$ cat src/rtl/hazard_ctrl_pkg.sv
// Shared pipeline definitions for the hazard controller: FSM states,
// forwarding-select codes and the register-match helper.
package hazard_ctrl_pkg;

   localparam int REG_AW = 5;

   typedef enum logic [1:0] {
      RUN      = 2'd0,
      MEM_WAIT = 2'd1,
      HALT     = 2'd2
   } state_e;

   typedef enum logic [1:0] {
      FWD_RF  = 2'b00,
      FWD_MEM = 2'b01,
      FWD_WB  = 2'b10
   } fwd_sel_e;

   // x0 is hardwired to zero, so a write to it never creates a dependency.
   function automatic logic reg_hit(input logic              wr,
                                    input logic [REG_AW-1:0] rd,
                                    input logic [REG_AW-1:0] src);
      return wr && (rd != '0) && (rd == src);
   endfunction

endpackage

$ cat src/rtl/hazard_ctrl_fwd_unit.sv
// Operand bypass select for one EX source register: the youngest
// in-flight producer (MEM) wins over the older one (WB).
module fwd_unit
   import hazard_ctrl_pkg::*;
(
   input  logic [REG_AW-1:0] i_src,
   input  logic [REG_AW-1:0] i_rd_addr_m,
   input  logic              i_rd_wr_m,
   input  logic [REG_AW-1:0] i_rd_addr_w,
   input  logic              i_rd_wr_w,
   output logic [1:0]        o_sel
);

   always_comb begin
      if (reg_hit(i_rd_wr_m, i_rd_addr_m, i_src))
         o_sel = FWD_MEM;
      else if (reg_hit(i_rd_wr_w, i_rd_addr_w, i_src))
         o_sel = FWD_WB;
      else
         o_sel = FWD_RF;
   end

endmodule

$ cat src/rtl/hazard_ctrl.sv
// Pipeline hazard controller: memory-wait/halt FSM, mispredict flush,
// load-use bubble, operand forwarding and stall/flush performance counters.
module hazard_ctrl
   import hazard_ctrl_pkg::*;
#(
   parameter int WAIT_MAX = 16
) (
   input  logic              clk,
   input  logic              rst_n,
   input  logic [REG_AW-1:0] rs1_addr_d,
   input  logic [REG_AW-1:0] rs2_addr_d,
   input  logic [REG_AW-1:0] rs1_addr_e,
   input  logic [REG_AW-1:0] rs2_addr_e,
   input  logic [REG_AW-1:0] rd_addr_e,
   input  logic              rd_wr_e,
   input  logic              mem_rd_e,
   input  logic [REG_AW-1:0] rd_addr_m,
   input  logic              rd_wr_m,
   input  logic              mem_req_m,
   input  logic              invalid_m,
   input  logic [REG_AW-1:0] rd_addr_w,
   input  logic              rd_wr_w,
   input  logic              mispredict_m,
   input  logic              dmem_ack,
   output logic              en_f,
   output logic              en_d,
   output logic              en_e,
   output logic              en_m,
   output logic              flush_d,
   output logic              flush_e,
   output logic              flush_m,
   output logic [1:0]        fwd_a_sel,
   output logic [1:0]        fwd_b_sel,
   output logic              dmem_req,
   output logic              redirect,
   output logic              halted,
   output logic              mem_err,
   output logic [31:0]       stall_cnt,
   output logic [31:0]       flush_cnt
);

   localparam int                WCNT_W    = (WAIT_MAX > 1) ? $clog2(WAIT_MAX) : 1;
   localparam logic [WCNT_W-1:0] WAIT_LAST = WCNT_W'(WAIT_MAX - 1);

   state_e            r_state;
   logic [WCNT_W-1:0] r_wait_cnt;
   logic [31:0]       r_stall_cnt;
   logic [31:0]       r_flush_cnt;
   logic              r_mem_err;
   logic              r_halted;

   state_e            w_next_state;
   logic [3:0]        w_en;
   logic              w_flush_d;
   logic              w_flush_e;
   logic              w_flush_m;
   logic              w_redirect;
   logic              w_dmem_req;
   logic              w_timeout;
   logic              w_flow;
   logic              w_load_use;

   assign w_load_use = mem_rd_e && (reg_hit(rd_wr_e, rd_addr_e, rs1_addr_d) ||
                                    reg_hit(rd_wr_e, rd_addr_e, rs2_addr_d));

   always_comb begin
      // NOTE: every signal gets a default before the case so no path leaves it unassigned (no latch).
      w_next_state = r_state;
      w_en         = 4'b1111;
      w_flush_d    = 1'b0;
      w_flush_e    = 1'b0;
      w_flush_m    = 1'b0;
      w_redirect   = 1'b0;
      w_dmem_req   = 1'b0;
      w_timeout    = 1'b0;
      w_flow       = 1'b0;

      unique case (r_state)
         RUN: begin
            if (invalid_m) begin
               w_en         = 4'b0000;
               w_next_state = HALT;
            end else if (mem_req_m && !dmem_ack) begin
               w_en         = 4'b0000;
               w_dmem_req   = 1'b1;
               w_next_state = MEM_WAIT;
            end else begin
               w_dmem_req = mem_req_m;
               w_flow     = 1'b1;
            end
         end
         MEM_WAIT: begin
            w_dmem_req = 1'b1;
            if (dmem_ack) begin
               // The ack cycle is an unstalled cycle: pending redirects are taken here.
               w_next_state = RUN;
               w_flow       = 1'b1;
            end else begin
               w_en = 4'b0000;
               if (r_wait_cnt == WAIT_LAST) begin
                  w_timeout    = 1'b1;
                  w_next_state = HALT;
               end
            end
         end
         HALT: begin
            w_en = 4'b0000;
         end
         default: begin
            w_en         = 4'b0000;
            w_next_state = RUN;
         end
      endcase

      if (w_flow) begin
         if (mispredict_m) begin
            w_flush_d  = 1'b1;
            w_flush_e  = 1'b1;
            w_flush_m  = 1'b1;
            w_redirect = 1'b1;
         end else if (w_load_use) begin
            w_en[3:2] = 2'b00;
            w_flush_e = 1'b1;
         end
      end
   end

   always_ff @(posedge clk) begin
      // NOTE: sequential state uses non-blocking assignments so all registers update from pre-edge values.
      if (!rst_n) begin
         r_state     <= RUN;
         r_wait_cnt  <= '0;
         r_stall_cnt <= '0;
         r_flush_cnt <= '0;
         r_mem_err   <= 1'b0;
         r_halted    <= 1'b0;
      end else begin
         r_state    <= w_next_state;
         r_wait_cnt <= (r_state == MEM_WAIT && w_next_state == MEM_WAIT) ?
                       r_wait_cnt + WCNT_W'(1) : '0;
         if (!w_en[3] && r_state != HALT)
            r_stall_cnt <= r_stall_cnt + 32'd1;
         if (w_redirect)
            r_flush_cnt <= r_flush_cnt + 32'd1;
         if (w_timeout)
            r_mem_err <= 1'b1;
         r_halted <= (w_next_state == HALT);
      end
   end

   fwd_unit u_fwd_a (
      .i_src       (rs1_addr_e),
      .i_rd_addr_m (rd_addr_m),
      .i_rd_wr_m   (rd_wr_m),
      .i_rd_addr_w (rd_addr_w),
      .i_rd_wr_w   (rd_wr_w),
      .o_sel       (fwd_a_sel)
   );

   fwd_unit u_fwd_b (
      .i_src       (rs2_addr_e),
      .i_rd_addr_m (rd_addr_m),
      .i_rd_wr_m   (rd_wr_m),
      .i_rd_addr_w (rd_addr_w),
      .i_rd_wr_w   (rd_wr_w),
      .o_sel       (fwd_b_sel)
   );

   assign {en_f, en_d, en_e, en_m} = w_en;
   assign flush_d   = w_flush_d;
   assign flush_e   = w_flush_e;
   assign flush_m   = w_flush_m;
   assign redirect  = w_redirect;
   assign dmem_req  = w_dmem_req;
   assign halted    = r_halted;
   assign mem_err   = r_mem_err;
   assign stall_cnt = r_stall_cnt;
   assign flush_cnt = r_flush_cnt;

endmodule

$ cat config.mk
export PLATFORM = sky130hd
export DESIGN_NAME = hazard_ctrl
export DESIGN_NICKNAME = d
export VERILOG_FILES = /design/src/rtl/hazard_ctrl_pkg.sv /design/src/rtl/hazard_ctrl_fwd_unit.sv /design/src/rtl/hazard_ctrl.sv
export SDC_FILE = /design/constraint.sdc
export NUM_CORES = 1
export LEC_CHECK = 0
export CAP_MARGIN = 25
export CORE_ASPECT_RATIO = 0.5
export CORE_MARGIN = 2
export CORE_UTILIZATION = 45
export CTS_BUF_LIST = sky130_fd_sc_hd__clkbuf_8
export DETAILED_ROUTE_END_ITERATION = 10
export GPL_ROUTABILITY_DRIVEN = 0
export PLACE_DENSITY_LB_ADDON = 0.1
export SLEW_MARGIN = 20
export SYNTH_ARGS = -nofsm -noshare
export SYNTH_HDL_FRONTEND = slang
export SYNTH_SLANG_ARGS = --single-unit
$ cat constraint.sdc
create_clock -name clk -period 3.13 [get_ports clk]
set_clock_uncertainty 0.05 [all_clocks]
set_input_delay 0.626 -clock clk [delete_from_list [all_inputs] [get_ports clk]]
set_output_delay 0.626 -clock clk [all_outputs]
set_load 0.05 [all_outputs]
==> run summary, run 1 <==
Setup repair after global routing left no endpoint under its margin. Entering global routing, the biggest net connects 48 pins. Before CTS, the worst setup slack after placement is -0.0178 ns.

Once detail routing completed, the nets flagged for antenna violations numbered 0. The most instantiated flip-flop cell in the synthesis netlist is sky130_fd_sc_hd__dfxtp_1. The type of the tightest min-delay check is reg2reg. Yosys mapped a number of flops with a built-in enable equal to 0. Clock tree synthesis selected as its root buffer the cell sky130_fd_sc_hd__clkbuf_8. The worst setup slack after layout was 0.0727 ns. On the worst path, the slowest cell contributes a delay of 0.50 ns.

Transition at the pin with the smallest max-transition slack: 0.666 ns. Summing the sequential cell areas from Yosys gives 37.3% of the chip area. The type of origin of the critical path is a primary input. The setup path with the least slack is of type in2out. Leaving out fill and tap cells, the most frequent cell in the layout is sky130_fd_sc_hd__clkdlybuf4s50_1. The initialized floorplan defines 23 standard-cell rows. In this run the standard cell core region covers 0.00817 mm². The final core utilization is 68.3%. Relative to the synthesized area, the layout overhead comes to 44.5%.

The remaining global-route overflow was 0; the number of distinct library cells after synthesis was 46. The tools report the max-slew violation total from the final report as 0. TritonCTS built the clock tree. The residual DRC count is 0, and the CTS sink count is 72. In this run the number of H-tree levels came out at 3. Dividing the detail-routed wire length by the instance count gives 13.8 µm. Switching part of the total power: 26.8%. For the number of nets produced by synthesis, the log shows 506. The clock reaches the later pin of the worst-skew pair after 0.35 ns. The part of the power in registers is 49.1%, and the power per cell area is 341 mW/mm².

The final route contains 3800 vias. Post-CTS clock slew at the launch and capture registers of the worst setup and hold paths: 0.08 ns. For the final routed database, the setup TNS stands at 0 ns.

The die covers 0.00939 mm². The synthesized area per cell came out at 8.44 µm². Counting every instance in the synthesized netlist gives 458.

The slowest stage of the critical path belongs to the cell sky130_fd_sc_hd__or4_4. The relative contribution of combinational cells to total power was 15.7%; the via count of the first global-routing pass was 3381. The longest clock path from root to sink contains 2 buffers. For the HPWL after detailed placement, the log shows 7120 µm. Worst path arrival time: 2.38 ns.

The cell area that synthesis handed to floorplanning was 0.00386 mm². The run finished with clean final reports. Summed over all nets, the switching power comes to 510 µW. Measured against its own limit, the worst slew margin works out to 55.1%.

Worst path required time: 2.45 ns. The internal power of the cells totals 1400 µW. The largest fanout of any net on the critical path is 3. Across the run, the number of max-cap violations was 0. At the end of the flow, the number of nets in the layout was 636. The final worst hold slack was 0.402 ns. The top cell types in the final layout, fill and taps aside, are sky130_fd_sc_hd__clkdlybuf4s50_1, sky130_fd_sc_hd__dfxtp_1, sky130_fd_sc_hd__nor2_1. Synthesis inferred 72 register bits. Cells with a size suffix above 1 make up 11.7% of the layout. The post-layout total power is 1910 µW, and the clock period minus worst slack is 3.06 ns. Clock tree synthesis inserted a total of 9 buffers. For the number of optimization iterations in the first detailed-route pass, the log shows 4. The run gives 0.327 GHz as the achievable clock frequency.

Walking the worst path, the cells encountered are clkdlybuf4s50_1 -> buf_4 -> xor2_1 -> or4_4 -> nor4_4 -> buf_12. Setup violations remaining at the end of the flow were counted as 0. The number of vias per cell is 5.40, and the worst IR drop on VDD is 321 µV. The clock network accounts for 35.2% of the total power. The worst path uses 97.7% of the clock period. The number of warnings issued by yosys is 0, and the effective utilization at floorplan is 47.3%.

After detailed routing, the total wire length is 9720 µm. Count of buffers from port buffering: 123. The number of antenna diodes in the final layout is 0. Final number of hold-violating endpoints: 0. Among cell families on the critical path, the largest total delay comes from simple AND/OR/NAND/NOR gates. The number of buffers and inverters on the critical path is 3.

For the leakage power, the log shows 0.00184 µW. The count of pins on the block boundary is 124, and the die outline height is 69.5 µm. The die is 135 µm wide. The first global-routing pass estimated 15900 µm of wire. The initial antenna violation count was 0. The detailed router's first-iteration violation count is 213, and the proportion of synthesized flip-flops having asynchronous set or reset is 0%.

The worst setup path is captured at a primary output. The overall fraction of global-route tracks in use is 20.8%.
## synth_stat cells (all sizes together) (2+ instances only)
cell type / instances / share of area [%]
dfxtp: 72 / 37
nor2: 49 / 5.0
a21oi: 39 / 5.1
xnor2: 34 / 7.7
nand3: 28 / 3.8
xor2: 26 / 5.9
nand2: 25 / 2.4
o21ai: 22 / 2.8
nand4: 21 / 3.9
or4: 21 / 4.2
or3: 20 / 3.2
o31ai: 15 / 2.9
nor3: 13 / 1.9
buf: 11 / 2.4
clkbuf: 10 / 0.97
inv: 10 / 0.97
and3: 9 / 1.6
nor4: 8 / 2.0
and4: 6 / 1.4
and2: 4 / 0.65
ha: 3 / 0.97
o21a: 3 / 0.58
o211ai: 2 / 0.74
## what timing repair did
action                                  CTS  global route
pin swaps                                 2             4
endpoints found under the setup margin    2             2
resized for setup                         2             4
hold buffers                              0             0
setup buffers                             0             0
## flip-flops by register name, indices dropped and copies added, names as in the netlist
name        cells
r_wait_cnt      4
stall_cnt      32
mem_err         1
halted          1
flush_cnt      32
r_state         2
## per-layer routing
layer | vias to the layer above | GRT usage, % | wire length [µm]
met5 | - | 0 | 0
met4 | 0 | 5.67 | 77
met3 | 8 | 6.36 | 610
met2 | 96 | 34.5 | 4550
met1 | 1773 | 26.4 | 4480
li1 | 1923 | - | -
## cell families after synthesis
| logic type | share of synthesized area (%) |
|---|---|
| AOI/OAI and AO/OA | 13.1 |
| buffers and inverters | 4.37 |
| muxes | 0.259 |
| xor gates and xnor gates | 13.6 |
| and+or+nand+nor | 30.4 |
| DFF | 37.3 |
| adders and majority gates | 0.971 |
## cell type report
type,count,area (µm²)
clock buffers,11,151
clock inverters,4,30.0
fillers,699,2590
inverters,10,37.5
multi-input cells,355,2300
flip-flops and latches,72,1440
well taps,112,140
repair buffers,140,1480
## final timing paths
kind,start,end,slack [ns],depth (start not counted)
worst min register to register,r_wait_cnt[0]$_SDFF_PN0_,r_wait_cnt[0]$_SDFF_PN0_,0.40,1
worst min-delay path,r_wait_cnt[0]$_SDFF_PN0_,r_wait_cnt[0]$_SDFF_PN0_,0.40,1
worst max-delay path,rd_addr_w[0],fwd_b_sel[1],0.07,6
worst max register to register,stall_cnt[7]$_SDFFE_PN0P_,stall_cnt[31]$_SDFFE_PN0P_,0.96,6
## power groups by stage
| stage | sequential, µW | combinational (µW) | clock [µW] |
|---|---|---|---|
| after global routing | 937 | 320 | 740 |
| after CTS | 935 | 301 | 698 |
| after detailed placement | 957 | 300 | 0 |
| final | 936 | 300 | 671 |
| after floorplan | 979 | 134 | 0 |
| after global placement | 957 | 297 | 0 |
## metrics by stage
stage / cells / cell area (µm²)
2_1_floorplan: 458 / 3910
3_3_place_gp: 689 / 5390
3_5_place_dp: 689 / 5390
4_1_cts: 704 / 5570
5_1_grt: 704 / 5590
6_report: 704 / 5590
No activity file was read; power rests on OpenSTA's default activity.
==> run 2, diff against run 1 <==
--- a/config.mk
+++ b/config.mk
@@ -8,7 +8,7 @@
 export CAP_MARGIN = 25
 export CORE_ASPECT_RATIO = 0.5
 export CORE_MARGIN = 2
-export CORE_UTILIZATION = 45
+export CORE_UTILIZATION = 35
 export CTS_BUF_LIST = sky130_fd_sc_hd__clkbuf_8
 export DETAILED_ROUTE_END_ITERATION = 10
 export GPL_ROUTABILITY_DRIVEN = 0
==> run summary, run 2 (synthesis gave the netlist of run 1 again) <==
The flow ran to the end, and the final reports show no timing, DRC or antenna violations. From bottom edge to top edge, the die measures 78.3 µm. Buffers inserted to repair hold after CTS numbered 0. The number of optimization iterations in the first detailed-route pass came out at 4.

Measured on the finished design, the core utilization comes to 51.5%. The kind of cell with the highest combined delay along the critical path is simple AND/OR/NAND/NOR gates. In the final layout, the multi-input gates occupy 0.00230 mm².

The first global-routing pass estimated 17000 µm of wire. The root buffer cell chosen for the clock tree is sky130_fd_sc_hd__clkbuf_8. 0 antenna diodes ended up in the layout. The net count of the finished layout is 635. The run gives 199 µV as the worst IR drop on VDD. Of the total power, registers draw 47.6%.

The clock reaches the later pin of the worst-skew pair after 0.34 ns. Summing all flip-flop and latch instances after layout gives 0.00144 mm². Transition at the pin with the smallest max-transition slack: 0.648 ns. Counting both buffers and inverters, the worst setup path holds a total of 3.

The tools report the final number of hold-violating endpoints as 0. Entering global routing, the biggest net connects 48 pins. The max-slew violation total from the final report came out at 0. The die is 153 µm wide.

The top cell types in the final layout, fill and taps aside, are sky130_fd_sc_hd__clkdlybuf4s50_1, sky130_fd_sc_hd__dfxtp_1, sky130_fd_sc_hd__nor2_1. In this run the number of H-tree levels came out at 3. The switching part of the total power was 26.2%. Setup violations remaining at the end of the flow were counted as 0. Measured in cells, the most critical reg-to-reg path has a length of 5.

Dividing total power by cell area gives a power density of 351 mW/mm². The worst setup path is captured at a primary output. The worst setup path is launched from a primary input.

After the first detailed-routing iteration, the DRC count stood at 138. Overall fraction of global-route tracks in use: 17.1%. The worst register-to-register path ends at stall_cnt[24]$_SDFFE_PN0P_. The total area inside the core boundary comes to 0.0109 mm². The run gives 0 as the residual DRC count. Total CTS buffers: 9. Initial antenna violation count: 0.

The internal power of the cells totals 1450 µW. The count of buffers from port buffering is 123. The floorplan step defined a die boundary enclosing 0.0120 mm². The tools report the HPWL after detailed placement as 7270 µm. TritonCTS built the clock tree.

Summed over all layers, the routed wires come to 10000 µm. Portion of total power attributed to the clock network: 37.3%. The hold path startpoint was r_wait_cnt[0]$_SDFF_PN0_. Clock tree synthesis found a total of 72 sinks. For hold timing, the worst endpoint is r_wait_cnt[0]$_SDFF_PN0_. For this configuration, the core starts out at a cell density of 35.5%. The tightest min-delay check is of the reg2reg type. No sink is reached through more buffers than the 2 on the longest clock path. Setup repair after global routing left no endpoint under its margin.

Subtracting the final worst setup slack from the clock period gives 3.03 ns. The achievable clock frequency is 0.330 GHz, and the max-slew headroom at the worst pin is 56.3%. The post-CTS clock slew at the launch and capture registers of the worst setup and hold paths was 0.07 ns. The logs give 0 for the max capacitance violation total and 0.96 ns for the slack of the worst reg-to-reg path. In this run, the combinational gates consume 15.1% of the power. The worst path required time was 2.45 ns. The period utilization came out at 96.9%. Summing all non-filler instances in the final layout gives an area of 0.00561 mm². Pin placement for this block handled 124 I/O pins. The tools report the placed instance area as 0.00540 mm².

Compared with the post-synthesis result, the final layout area differs by 45.0%. In this run the core area contains 27 standard-cell rows. Switching power total: 515 µW. In this run the remaining antenna-violating nets after routing total 0.

The leading cell type in the layout, fill and taps excluded is sky130_fd_sc_hd__clkdlybuf4s50_1. After filler insertion, the fill cell instance count of the layout stands at 1042. The total overflow left after global routing is 0. Type of the worst setup path: in2out. The number of cells traversed by the worst hold path is 1, and the delay of the slowest cell on the worst path is 0.50 ns.

The cell type of the slowest stage on the worst timing path was sky130_fd_sc_hd__or4_4. Across all layers, the routed design uses 3746 vias. The number of vias per cell works out to 5.09. The largest fanout of any net on the critical path was 2.

The critical path goes through clkdlybuf4s50_1 -> buf_4 -> xor2_1 -> or4_4 -> nor4_4 -> buf_12. The count of buffers added by post-CTS timing repair for setup was 0. The share of post-route cells with drive strength above 1 was 11.5%.

Wire length per cell after detailed routing: 13.6 µm. The tools report the source of the worst register-to-register timing path as stall_cnt[7]$_SDFFE_PN0P_. In this run the static leakage power is 0.00182 µW. The tools report the via count of the first global-routing pass as 3468.

For the worst path arrival time, the log shows 2.36 ns.
-- run 2: cell types whose count changed in the layout (fill, tap and decap cells not counted) --
cell and delta:
sky130_fd_sc_hd__dlygate4sd2_1 -1, sky130_fd_sc_hd__inv_6 +1, sky130_fd_sc_hd__clkinv_4 -2, sky130_fd_sc_hd__buf_12 -2, sky130_fd_sc_hd__dlymetal6s2s_1 -1, sky130_fd_sc_hd__clkinv_2 +1, sky130_fd_sc_hd__clkbuf_8 -1, sky130_fd_sc_hd__clkdlybuf4s50_1 +2
sky130_fd_sc_hd__bufinv_16 +1, sky130_fd_sc_hd__buf_4 +1
-- run 2: metrics by stage --
step / hold WS, ns / worst slack (ns) / power, µW / TNS, ns / std cells
after detailed placement: 0.387 / -0.0423 / 1260 / -0.0603 / 721
final: 0.403 / 0.0983 / 1970 / 0 / 736
after global routing: 0.434 / 0.0306 / 2060 / 0 / 736
after global placement: 0.383 / -0.0189 / 1250 / -0.0189 / 721
after CTS: 0.404 / 0.0268 / 1990 / 0 / 736
after floorplan: 0.368 / 0.244 / 1110 / 0 / 458
-- run 2: how the worst max path moves through the flow --
| stage | startpoint | endpoint | slack, ns | depth (start not counted) |
|---|---|---|---|---|
| final | rd_addr_w[0] | fwd_b_sel[1] | 0.1 | 6 |
| after global routing | rd_addr_w[0] | fwd_b_sel[1] | 0.03 | 6 |
| after CTS | rd_addr_m[0] | fwd_a_sel[1] | 0.03 | 7 |
| after detailed placement | rd_addr_w[4] | fwd_b_sel[1] | -0.04 | 6 |
| after global placement | rd_addr_w[4] | fwd_b_sel[1] | -0.02 | 6 |
| after floorplan | rd_addr_m[0] | fwd_a_sel[1] | 0.24 | 4 |
-- run 2: metal layers --
metal | wire, µm | up-vias | track usage (%) | share of wire (%)
li1 | - | 1930 | - | -
met2 | 4500 | 76 | 27.6 | 45
met3 | 457 | 7 | 4.53 | 4.6
met4 | 70 | 0 | 2.78 | 0.70
met1 | 4980 | 1733 | 23.5 | 50
met5 | 0 | - | 0 | 0
-- run 2: repair_timing --
item | CTS | global route
resized for setup | 1 | 3
pin swaps | 2 | 4
setup endpoints to repair | 2 | 2
-- run 2: worst reg2reg max path, cell delays in order, from the launching register on --
cell and delay [ns]:
sky130_fd_sc_hd__dfxtp_1 0.43, sky130_fd_sc_hd__and4_1 0.31, sky130_fd_sc_hd__and3_1 0.41, sky130_fd_sc_hd__nand3_1 0.23, sky130_fd_sc_hd__or4_1 0.53, sky130_fd_sc_hd__a21oi_1 0.16
-- run 2: power groups by stage --
stage	clock network (µW)	registers (µW)	logic, µW
3_3_place_gp	0	957	296
2_1_floorplan	0	979	134
5_1_grt	802	938	319
6_report	734	935	298
3_5_place_dp	0	957	298
4_1_cts	757	936	299
-- run 2: final cells by class --
type | instances | share of cell area [%]
Clock buffer | 10 | 2.46
Clock inverter | 5 | 1.00
Inverter | 10 | 0.670
Multi-Input combinational cell | 355 | 41.1
Sequential cell | 72 | 25.7
Tap cell | 145 | 3.24
Timing Repair Buffer | 139 | 25.8
==> run 3, diff against run 2 <==
--- a/config.mk
+++ b/config.mk
@@ -11,6 +11,7 @@
 export CORE_UTILIZATION = 35
 export CTS_BUF_LIST = sky130_fd_sc_hd__clkbuf_8
 export DETAILED_ROUTE_END_ITERATION = 10
+export DONT_BUFFER_PORTS = 1
 export GPL_ROUTABILITY_DRIVEN = 0
 export PLACE_DENSITY_LB_ADDON = 0.1
 export SLEW_MARGIN = 20
==> run summary, run 3 (synthesis gave the netlist of run 1 again) <==
Clock tree synthesis selected as its root buffer the cell sky130_fd_sc_hd__clkbuf_8. The critical path endpoint category is a primary output. After detailed routing, the number of vias per cell comes to 5.29.

HPWL after detailed placement: 6910 µm. The type of the worst setup path is in2out. The clock net in this run drives a total of 72 sinks. Largest fanout of any net on the critical path: 3. The count of standard-cell rows was 27.

The top cell types in the final layout, fill and taps aside, are sky130_fd_sc_hd__dfxtp_1, sky130_fd_sc_hd__nor2_1, sky130_fd_sc_hd__buf_4. The tools report the combined area of the multi-input logic cells as 0.00230 mm². The run gives 0 as the final number of hold-violating endpoints. The tools report the switching power total as 502 µW.

STA puts the critical path data arrival time at 2.00 ns. In the final routed layout, each cell accounts on average for 14.8 µm. Leaving out fill and tap cells, the most frequent cell in the layout is sky130_fd_sc_hd__dfxtp_1. The first global-routing pass estimated 15800 µm of wire. Entering global routing, the biggest net connects 48 pins.

The tools report the count of buffers added by post-CTS timing repair for setup as 0. The register cell area after layout came out at 0.00144 mm². For the worst setup path, the data required time is 2.45 ns.

Walking the worst path, the cells encountered are or4_1 -> o21ai_0 -> nor4_2 -> nor4_4 -> buf_4. 0 antenna diodes ended up in the layout. Initial antenna violation count: 0.

TritonCTS built the clock tree. For this run the aggregate overflow at the end of global routing stands at 0. Type of the tightest min-delay check: in2reg. The clock latency on the worst-skew pair came out at 0.35 ns.

Once placement finished, the instance area stood at 0.00433 mm². The part of the power in registers is 47.8%, and the delay of the slowest cell on the worst path is 0.49 ns. Once the floorplan was initialized, standard cells occupied 35.5% of the core. The count of buffers added on input and output ports is 0. Worst-case clock buffer depth: 2. On the critical path, the stage with the largest delay is an instance of sky130_fd_sc_hd__or4_1. The core region is 0.0109 mm². Counting I/O delays and the setup requirement, the final critical path takes 2.67 ns. The switching part of the total power works out to 25.6%. In the finished design, the share of the clock period the worst path needs comes to 85.5%. The pre-antenna-repair detailed-routing pass consisted of 4 iterations. The internal power of the cells was 1460 µW; the post-cts repair resize count was 0. From left edge to right edge, the die measures 153 µm. The via count of the first global-routing pass is 3172. Power spread over the standard cell area amounts to 430 mW/mm².

The routed design has 9560 µm of wire. Setup total negative slack on the finished layout was measured at 0 ns. Summed over all cells, the static leakage comes to 0.00151 µW.

The fill cell instance count of the final layout is 1107, and the post-CTS clock slew at the launch and capture registers of the worst setup and hold paths is 0.08 ns. Of the total power, the clock network draws 43.1%. The growth of design area from synthesis to finish was 18.0%; the total CTS buffers was 9.

The worst pin sits at a relative slew slack of 55.4%. At the end of the flow, the number of nets in the layout was 544. In this run, the combinational gates consume 9.2% of the power. The detailed router's first-iteration violation count was 166; the die outline height was 78.3 µm. Based on the critical path, the design can be clocked at up to 0.374 GHz. The die covers 0.0120 mm². For the pin with the worst max-slew slack, the measured transition is 0.669 ns.

The share of post-route cells with drive strength above 1 came out at 17.2%. The setup-violating endpoint count in the final report is 0, and the buffering stage count on the worst path with inverters included is 1. Setup repair after global routing left no endpoint under its margin. The tools report the overall fraction of global-route tracks in use as 16.2%. The max capacitance violation total is 0, and the number of nets with antenna violations after detailed routing is 0. The tools report the type of origin of the critical path as a primary input. The residual DRC count is 0. The run finished with clean final reports. The routed layout has 3420 vias.

In this run, post-CTS hold repair placed 0 buffers. 124 I/O pins were placed. The max-slew violation total from the final report was 0.

The category of cells accounting for the largest share of critical-path delay was simple AND/OR/NAND/NOR gates. The post-route cell area is 0.00456 mm², and the maximum level of the CTS H-tree is 3. VDD sags by at most 207 µV.
run 3: cell types whose count changed in the layout (fill, tap and decap cells not counted), sizes merged:
cell | previous run | this run
dlymetal6s2s | 1 | 0
bufinv | 1 | 2
clkinv | 2 | 3
clkinvlp | 1 | 0
clkdlybuf4s50 | 109 | 0
buf | 29 | 48
run 3: final cells by class:
cell class,count,share of cell area [%]
Multi-Input combinational cell,355,50.4
Clock buffer,10,3.02
Sequential cell,72,31.6
Tap cell,145,3.98
Timing Repair Buffer,48,8.18
Inverter,10,0.823
Clock inverter,6,2.00
run 3: per-layer routing:
| layer | up-vias | track usage, % | share of wire, % |
|---|---|---|---|
| met5 | - | 0 | 0 |
| met4 | 0 | 4.07 | 0.94 |
| met2 | 84 | 25.4 | 44 |
| met1 | 1583 | 20.6 | 47 |
| li1 | 1746 | - | - |
| met3 | 7 | 6.90 | 7.8 |
run 3: worst register-to-register path, stage by stage, from the launching register on:
cell                      delay [ns]
sky130_fd_sc_hd__dfxtp_1        0.68
sky130_fd_sc_hd__and4_1         0.37
sky130_fd_sc_hd__nand3_2        0.23
sky130_fd_sc_hd__nor4_2         0.49
sky130_fd_sc_hd__nand4_1        0.16
sky130_fd_sc_hd__or3_1          0.34
sky130_fd_sc_hd__a21oi_1        0.13
run 3: final timing paths:
check / cells after the start / end / startpoint / slack [ns]
hold / removal: 1 / r_state[0]$_SDFF_PN0_ / dmem_ack / 0.29
setup reg to reg: 6 / stall_cnt[31]$_SDFFE_PN0P_ / stall_cnt[10]$_SDFFE_PN0P_ / 0.62
setup / recovery: 5 / fwd_b_sel[1] / rd_addr_m[0] / 0.46
hold reg to reg: 1 / r_wait_cnt[0]$_SDFF_PN0_ / r_wait_cnt[0]$_SDFF_PN0_ / 0.42
run 3: per-stage QoR:
| step | setup slack, ns | hold slack (ns) | instances | util [%] | power (µW) |
|---|---|---|---|---|---|
| 6_report | 0.455 | 0.294 | 646 | 41.9 | 1960 |
| 5_1_grt | 0.343 | 0.258 | 646 | 41.9 | 2060 |
| 4_1_cts | 0.449 | 0.269 | 646 | 41.9 | 2010 |
| 3_5_place_dp | 0.449 | 0.396 | 630 | 39.8 | 1140 |
| 3_3_place_gp | 0.471 | 0.385 | 630 | 39.8 | 1140 |
| 2_1_floorplan | 0.244 | 0.368 | 458 | - | 1110 |
run 3: power groups by stage:
stage          combinational [µW]  clock [µW]  sequential, µW
6_report                      180         844             936
5_1_grt                       196         927             938
4_1_cts                       182         889             937
3_5_place_dp                  182           0             958
3_3_place_gp                  183           0             958
2_1_floorplan                 134           0             979
